## config.mk

```make
export PLATFORM = sky130hd
export DESIGN_NAME = mem_arbiter
export DESIGN_NICKNAME = d
export VERILOG_FILES = /design/src/rtl/mem_arbiter.sv
export SDC_FILE = /design/constraint.sdc
export NUM_CORES = 1
export LEC_CHECK = 0
export CORE_AREA = 2 2 340 342
export DETAILED_ROUTE_END_ITERATION = 10
export DIE_AREA = 0 0 342 344
export PLACE_DENSITY_LB_ADDON = 0.3
export SYNTH_ARGS = -nofsm -noshare
export SYNTH_HDL_FRONTEND = slang
export SYNTH_SLANG_ARGS = --single-unit
export TNS_END_PERCENT = 1
```

## constraint.sdc

```tcl
create_clock -name m_clk_i -period 16.4 [get_ports m_clk_i]
set_input_delay 4.92 -clock m_clk_i [delete_from_list [all_inputs] [get_ports m_clk_i]]
set_output_delay 4.92 -clock m_clk_i [all_outputs]
set_load 0.03 [all_outputs]
```

## src/rtl/mem_arbiter.sv

```systemverilog
// -----------------------------------------------------------------------------
// mem_arbiter
// Two-requester arbiter/sequencer in front of the shared block-transfer memory.
// Requester 0 is the instruction-cache refill port. Requester 1 is the
// data-cache refill/writeback port. One block read or write is issued at a
// time. The memory request is held stable until the memory's done pulse. The
// read block and a one-cycle done pulse go back to the granted requester only.
//
// Optional feature (compile-time macro):
//   ARB_ROUND_ROBIN_EN - when defined, a contention is won by the requester
//                        that was not served last. When undefined, r1 always
//                        wins a contention (fixed priority).
//
// Ports:
//   m_clk_i, m_reset_i        clock (rising edge), async active-high reset
//   rX_read_i / rX_wr_i       level block read / write request, held to done
//   rX_addr_i, rX_wr_data_i   block address, write block
//   rX_read_data_o            registered read block (updates on own reads only)
//   rX_busywait_o             stall: request pending and not completing
//   rX_done_o                 registered one-cycle completion pulse
//   mem_read_o, mem_wr_o      registered memory request (held until done)
//   mem_addr_o, mem_wr_data_o registered memory block address / write block
//   mem_read_data_i           memory read block
//   mem_busywait_i            memory busy; no new grant while high
//   mem_read_done_i           memory read completion pulse
//   mem_write_done_i          memory write completion pulse
// -----------------------------------------------------------------------------
module mem_arbiter #(
    parameter int unsigned c_block_size = 2,
    parameter int unsigned c_line_size  = 32,
    parameter int unsigned address_size = 32
) (
    input  logic                                          m_clk_i,
    input  logic                                          m_reset_i,

    input  logic                                          r0_read_i,
    input  logic                                          r0_wr_i,
    input  logic [address_size-c_block_size-3:0]          r0_addr_i,
    input  logic [(c_line_size << c_block_size)-1:0]      r0_wr_data_i,
    output logic [(c_line_size << c_block_size)-1:0]      r0_read_data_o,
    output logic                                          r0_busywait_o,
    output logic                                          r0_done_o,

    input  logic                                          r1_read_i,
    input  logic                                          r1_wr_i,
    input  logic [address_size-c_block_size-3:0]          r1_addr_i,
    input  logic [(c_line_size << c_block_size)-1:0]      r1_wr_data_i,
    output logic [(c_line_size << c_block_size)-1:0]      r1_read_data_o,
    output logic                                          r1_busywait_o,
    output logic                                          r1_done_o,

    output logic                                          mem_read_o,
    output logic                                          mem_wr_o,
    output logic [address_size-c_block_size-3:0]          mem_addr_o,
    output logic [(c_line_size << c_block_size)-1:0]      mem_wr_data_o,
    input  logic [(c_line_size << c_block_size)-1:0]      mem_read_data_i,
    input  logic                                          mem_busywait_i,
    input  logic                                          mem_read_done_i,
    input  logic                                          mem_write_done_i
);

    typedef enum logic [1:0] {
        IDLE    = 2'd0,
        GRANT0  = 2'd1,
        GRANT1  = 2'd2,
        RELEASE = 2'd3
    } state_t;

    state_t state;
    logic   req0;
    logic   req1;
    logic   pick1;
    logic   op_done;

    assign req0 = r0_read_i | r0_wr_i;
    assign req1 = r1_read_i | r1_wr_i;

    // Stall drops in the completion cycle so the requester can retire.
    assign r0_busywait_o = req0 & ~r0_done_o;
    assign r1_busywait_o = req1 & ~r1_done_o;

    // Only the done pulse matching the issued op completes the grant.
    assign op_done = (mem_read_o & mem_read_done_i) | (mem_wr_o & mem_write_done_i);

`ifdef ARB_ROUND_ROBIN_EN
    // last1 = 1 means r1 was served last; on contention the other side wins.
    logic last1;
    assign pick1 = req1 & (~req0 | ~last1);
`else
    assign pick1 = req1;
`endif

    // Arbitration, memory request sequencing and requester return path.
    always_ff @(posedge m_clk_i or posedge m_reset_i) begin
        if (m_reset_i) begin
            state          <= IDLE;
            mem_read_o     <= 1'b0;
            mem_wr_o       <= 1'b0;
            mem_addr_o     <= '0;
            mem_wr_data_o  <= '0;
            r0_done_o      <= 1'b0;
            r1_done_o      <= 1'b0;
            r0_read_data_o <= '0;
            r1_read_data_o <= '0;
`ifdef ARB_ROUND_ROBIN_EN
            last1          <= 1'b1;
`endif
        end else begin
            case (state)
                IDLE: begin
                    if (!mem_busywait_i && (req0 || req1)) begin
                        // Read wins over write when both are raised together.
                        if (pick1) begin
                            mem_read_o    <= r1_read_i;
                            mem_wr_o      <= ~r1_read_i;
                            mem_addr_o    <= r1_addr_i;
                            mem_wr_data_o <= r1_wr_data_i;
                            state         <= GRANT1;
                        end else begin
                            mem_read_o    <= r0_read_i;
                            mem_wr_o      <= ~r0_read_i;
                            mem_addr_o    <= r0_addr_i;
                            mem_wr_data_o <= r0_wr_data_i;
                            state         <= GRANT0;
                        end
`ifdef ARB_ROUND_ROBIN_EN
                        last1 <= pick1;
`endif
                    end
                end
                GRANT0, GRANT1: begin
                    if (op_done) begin
                        mem_read_o <= 1'b0;
                        mem_wr_o   <= 1'b0;
                        if (state == GRANT0) begin
                            r0_done_o <= 1'b1;
                            if (mem_read_o) begin
                                r0_read_data_o <= mem_read_data_i;
                            end
                        end else begin
                            r1_done_o <= 1'b1;
                            if (mem_read_o) begin
                                r1_read_data_o <= mem_read_data_i;
                            end
                        end
                        state <= RELEASE;
                    end
                end
                RELEASE: begin
                    r0_done_o <= 1'b0;
                    r1_done_o <= 1'b0;
                    state     <= IDLE;
                end
                default: begin
                    state <= IDLE;
                end
            endcase
        end
    end

endmodule

```

==> Word level (Yosys, flattened, before mapping) <==
Index checks and enable logic that the tools add are counted.
{ "word_totals": {"register_bits": 418, "wordCells": 61, "out_inout_bits": 418, "in_bits": 449} }
{ "op_classes": {"n_eq_ne": 7, "n_mux": 19, "n_bitwise": 12, "reduce_logical": 14} }
{ "ops": {"columns": ["cell", "n"], "rows": [
  ["two-way mux 128 bit", 1],
  ["two-way mux 28 bit", 1],
  ["two-way mux 1 bit", 9],
  ["AND reduction 3 bit", 3],
  ["!= test 2 bit (second input constant)", 4],
  ["one-hot mux 1 bit (2 select lines)", 4],
  ["AND reduction 4 bit", 2],
  ["two-way mux 2 bit", 3],
  ["one-hot mux 2 bit (3 select lines)", 1],
  ["inverter 1 bit", 5],
  ["AND 1 bit", 4],
  ["== test 2 bit (second input constant)", 2],
  ["AND reduction 2 bit", 2],
  ["nonzero test 2 bit", 2],
  ["OR 1 bit", 3],
  ["== test 2 x 1 -> 1 bit (second input constant)", 1],
  ["logical NOT 2 bit", 1],
  ["OR reduction 2 bit", 1],
  ["logical AND 1 bit", 1],
  ["logical NOT 1 bit", 1],
  ["logical OR 1 bit", 1]
]} }

==> Longest topological paths before layout <==
{ "depth": {"depth_word": 5, "ltp_mapped": 9, "ltp_nobuf": 6} }

==> Worst setup path before layout <==
Ideal clock, no wire load.
{ "synth_timing": {"path_type": "input port to output port", "start": "input port r1_wr_i", "end": "output port r1_busywait_o", "t_required_ns": 11.480, "cell_stages": 5, "slack_ns": 5.575, "arrival_ns": 5.905, "path_buffers": 3, "cell_sequence": "or2_1 > buf_4 > buf_6 > buf_6 > nor2b_1"} }
{ "synth_between": {"elab_chain_len": 2} }
{ "synth_rtl": {"columns": ["item", "line", "source"], "rows": [
  ["start, declared", "45", "input logic r1_wr_i,"],
  ["OR 1 bit", "76", "assign req1 = r1_read_i | r1_wr_i;"],
  ["AND 1 bit", "80", "assign r1_busywait_o = req1 & ~r1_done_o;"],
  ["end, declared", "49", "output logic r1_busywait_o,"]
]} }
Every way passes these cells.

==> Worst setup path after layout <==
{ "layout_timing": {"start": "input port r1_read_i", "end": "output port r1_busywait_o"} }
{ "layout_between": {"elab_chain_len": 2} }
{ "layout_rtl": {"columns": ["item", "line", "source"], "rows": [
  ["start, declared", "44", "input logic r1_read_i,"],
  ["OR 1 bit", "76", null],
  ["AND 1 bit", "80", null]
]} }
Every way passes these cells.

==> impl_metrics.env <==
export IMPL_grt_ovfl_total=0
export IMPL_grt_pass1_vias=13900
export IMPL_min_period_ps=11910
export IMPL_ys_ff_latch=418
export IMPL_maxSlewHeadroom=0.294
export IMPL_finClkSkew_ps=46.6
export IMPL_startpoint_type="input pin"
export IMPL_fin_nets=2573
export IMPL_cp_required_ps=11480
export IMPL_intPower_w=0.00346
export IMPL_p_leak_nw=12.4
export IMPL_drive_gt1_frac=0.167
export IMPL_comb_power_share=0.499
export IMPL_cts_root_buf="clkbuf_16"
export IMPL_synth_edff_count=0
export IMPL_cp_max_fo=36
export IMPL_critPathBufInv=2
export IMPL_path_cells="clkdlybuf4s50_1 > or2_4 > nor2b_1 > clkdlybuf4s50_1"
export IMPL_avgSynthCellArea_sq_um=13.6
export IMPL_async_flop_share=1.00
export IMPL_numCtsBuffers=52
export IMPL_maxCapViolations=0
export IMPL_detail_route_iter0_violations=453
export IMPL_clk_pin_slew_worst_paths_ps=60
export IMPL_row_count=124
export IMPL_place_congestion=0.789
export IMPL_antenna_found_initial=9
export IMPL_cts_tree="built"
export IMPL_synth_distinct_cells=31
export IMPL_setup_viol=0
export IMPL_clock_latency_ps=630
export IMPL_slowest_delay_ps=690
export IMPL_cp_top_family="buffers and inverters"
export IMPL_peakVddDrop_v=0.0000984
export IMPL_htreeDepth=2
export IMPL_slowest_stage="clkdlybuf4s50_1"
export IMPL_pwr_share_clk=0.199
export IMPL_grt_total_usage=0.107
export IMPL_rsz0062_at_grt="no"
export IMPL_area_delta_synth_final_pct=68.8
export IMPL_worst_path_most_repeated_cell="clkdlybuf4s50_1"
export IMPL_io_pins=867
export IMPL_postCtsSetupRepairBufs=0
export IMPL_yosysMostFrequentCell="dfrtp_1"
export IMPL_ys_top_cells_by_count="dfrtp_1, mux2_2, a21oi_1, nor2_1, mux2i_1"
export IMPL_setup_tns_ps=0
export IMPL_power_density_nw_per_um2=201
export IMPL_syn_nets=1720
export IMPL_via_per_inst=3.58
export IMPL_synthCells=1267
export IMPL_portBuffers=866
export IMPL_fp_dieH_um=344
export IMPL_yosysTopAreaCellShare=0.608
export IMPL_cts_resized=0
export IMPL_netlist_top_cells_area="dfrtp_1, mux2_2, mux2i_1, a21oi_1, nor2_1"
export IMPL_n_fill_cell=12000
export IMPL_arrival_ps=6990
export IMPL_start_util=0.151
export IMPL_coreArea_sq_um=114000
export IMPL_wirelength_um=65800
export IMPL_drc=0
export IMPL_grt_pass1_wl_um=94100
export IMPL_pre_cts_ws_ps=4480
export IMPL_min_path_type="register to register"
export IMPL_worst_pin_slew_ps=1060
export IMPL_placed_cell_area_sq_um=27300
export IMPL_power_frac_seq=0.302
export IMPL_r2r_slack_ps=12630
export IMPL_p_sw_frac=0.409
export IMPL_finalCritPeriodShare=0.726
export IMPL_seq_area_frac_synth=0.608
export IMPL_cts_sinks=418
export IMPL_setup_ws_ps=4490
export IMPL_ys_dominant_reg_cell="dfrtp_1"
export IMPL_antenna_left=0
export IMPL_finalInstanceArea_sq_um=29100
export IMPL_synth_cell_area_sq_um=17200
export IMPL_fmax_mhz=84.0
export IMPL_yosys_area_top_type="dfrtp_1"
export IMPL_path_class="input pin to output port"
export IMPL_finish_utilization=0.255
export IMPL_clockBufferDepth=3
export IMPL_switchingPower_w=0.00239
export IMPL_drt_pre_antenna_iters=4
export IMPL_synth_warnings=0
export IMPL_vias=13200
export IMPL_fp_dieW_um=342
export IMPL_dp_hpwl_um=50000
export IMPL_hold_violations=0
export IMPL_crit_path_end_kind="output port"
export IMPL_grt_max_degree=234
export IMPL_die_area_sq_um=118000
export IMPL_wl_per_cell_um=17.9
export IMPL_final_max_slew_violation_count=0
export IMPL_status="finished clean"
export IMPL_cts_hold_buf=0
[power by group through the flow]
stage | Combinational, W | Sequential (W) | Clock [W]
floorplan | 0.000647 | 0.00272 | 0
global placement | 0.00296 | 0.00177 | 0
detailed placement | 0.00296 | 0.00179 | 0
CTS | 0.00296 | 0.00178 | 0.00122
global route | 0.00308 | 0.00183 | 0.00126
finish | 0.00292 | 0.00177 | 0.00117
[layout make-up]
cell class | count | area, sq um | share of cell area
Antenna cell | 5 | 12.5 | 0.000431
Clock buffer | 76 | 1510 | 0.0520
Clock inverter | 18 | 225 | 0.00775
Inverter | 6 | 26.3 | 0.000904
Multi-Input combinational cell | 761 | 6120 | 0.210
Sequential cell | 418 | 10500 | 0.360
Tap cell | 1512 | 1890 | 0.0651
Timing Repair Buffer | 881 | 8820 | 0.303
[placed cells by master, fill, tap and decap left out, types with 2 or more instances in the layout]
| cell type | Yosys | final |
|---|---|---|
| clkbuf_1 | 7 | 12 |
| ha_1 | 4 | 4 |
| buf_4 | 16 | 12 |
| nor3_1 | 2 | 2 |
| buf_12 | 0 | 3 |
| clkinv_2 | 0 | 9 |
| inv_1 | 6 | 5 |
| clkbuf_16 | 0 | 52 |
| bufinv_16 | 0 | 3 |
| clkdlybuf4s50_1 | 0 | 866 |
| mux2_2 | 256 | 256 |
| clkinvlp_4 | 0 | 3 |
| a21oi_1 | 160 | 160 |
| a21o_1 | 2 | 2 |
| nor4_1 | 2 | 2 |
| o41ai_1 | 2 | 2 |
| o31ai_1 | 2 | 2 |
| dfrtp_1 | 418 | 418 |
| clkbuf_8 | 0 | 12 |
| nor2_1 | 160 | 160 |
| diode_2 | 0 | 5 |
| mux2i_1 | 156 | 156 |
| nand2_1 | 2 | 2 |
[metrics by stage]
step	power, W	hold WS, ps	instances
after global routing	0.00617	510	3674
after global placement	0.00473	486	3578
after detailed placement	0.00474	491	3578
final	0.00585	500	3677
after CTS	0.00596	505	3672
after floorplan	0.00337	597	1267
[cell families after synthesis]
group           after synthesis  share of synthesized area
flops                       418                      0.608
buf+inv                      88                     0.0384
fa+ha+maj                     4                    0.00291
simple gates                174                     0.0409
compound gates              171                     0.0520
mux                         412                      0.258
[sequential cells by signal, summed over array words and instances (netlist names)]
| name | cells |
|---|---|
| mem_wr_data_o | 128 |
| r0_read_data_o | 128 |
| r1_read_data_o | 128 |
| mem_addr_o | 28 |
| state | 2 |
| mem_read_o | 1 |
| mem_wr_o | 1 |
| r0_done_o | 1 |
| r1_done_o | 1 |
[path summary, 6_finish.rpt]
kind	startpoint	to	cells past startpoint
max	r1_read_i	r1_busywait_o	4
min	r1_read_data_o[82]	r1_read_data_o[82]	1
max reg2reg	state[0]	r1_read_data_o[120]	7
min reg2reg	r1_read_data_o[82]	r1_read_data_o[82]	1
max in group asynchronous	m_reset_i	mem_wr_data_o[64]	5
min in group asynchronous	m_reset_i	r0_read_data_o[83]	3
[per-layer routing]
layer	share of wire	global-route usage	wire [um]
met1	0.38	0.119	25100
met2	0.49	0.183	32200
met3	0.10	0.0476	6800
met4	0.026	0.0347	1730
met5	0.00062	0	41
(Power assumes the default switching activity.)
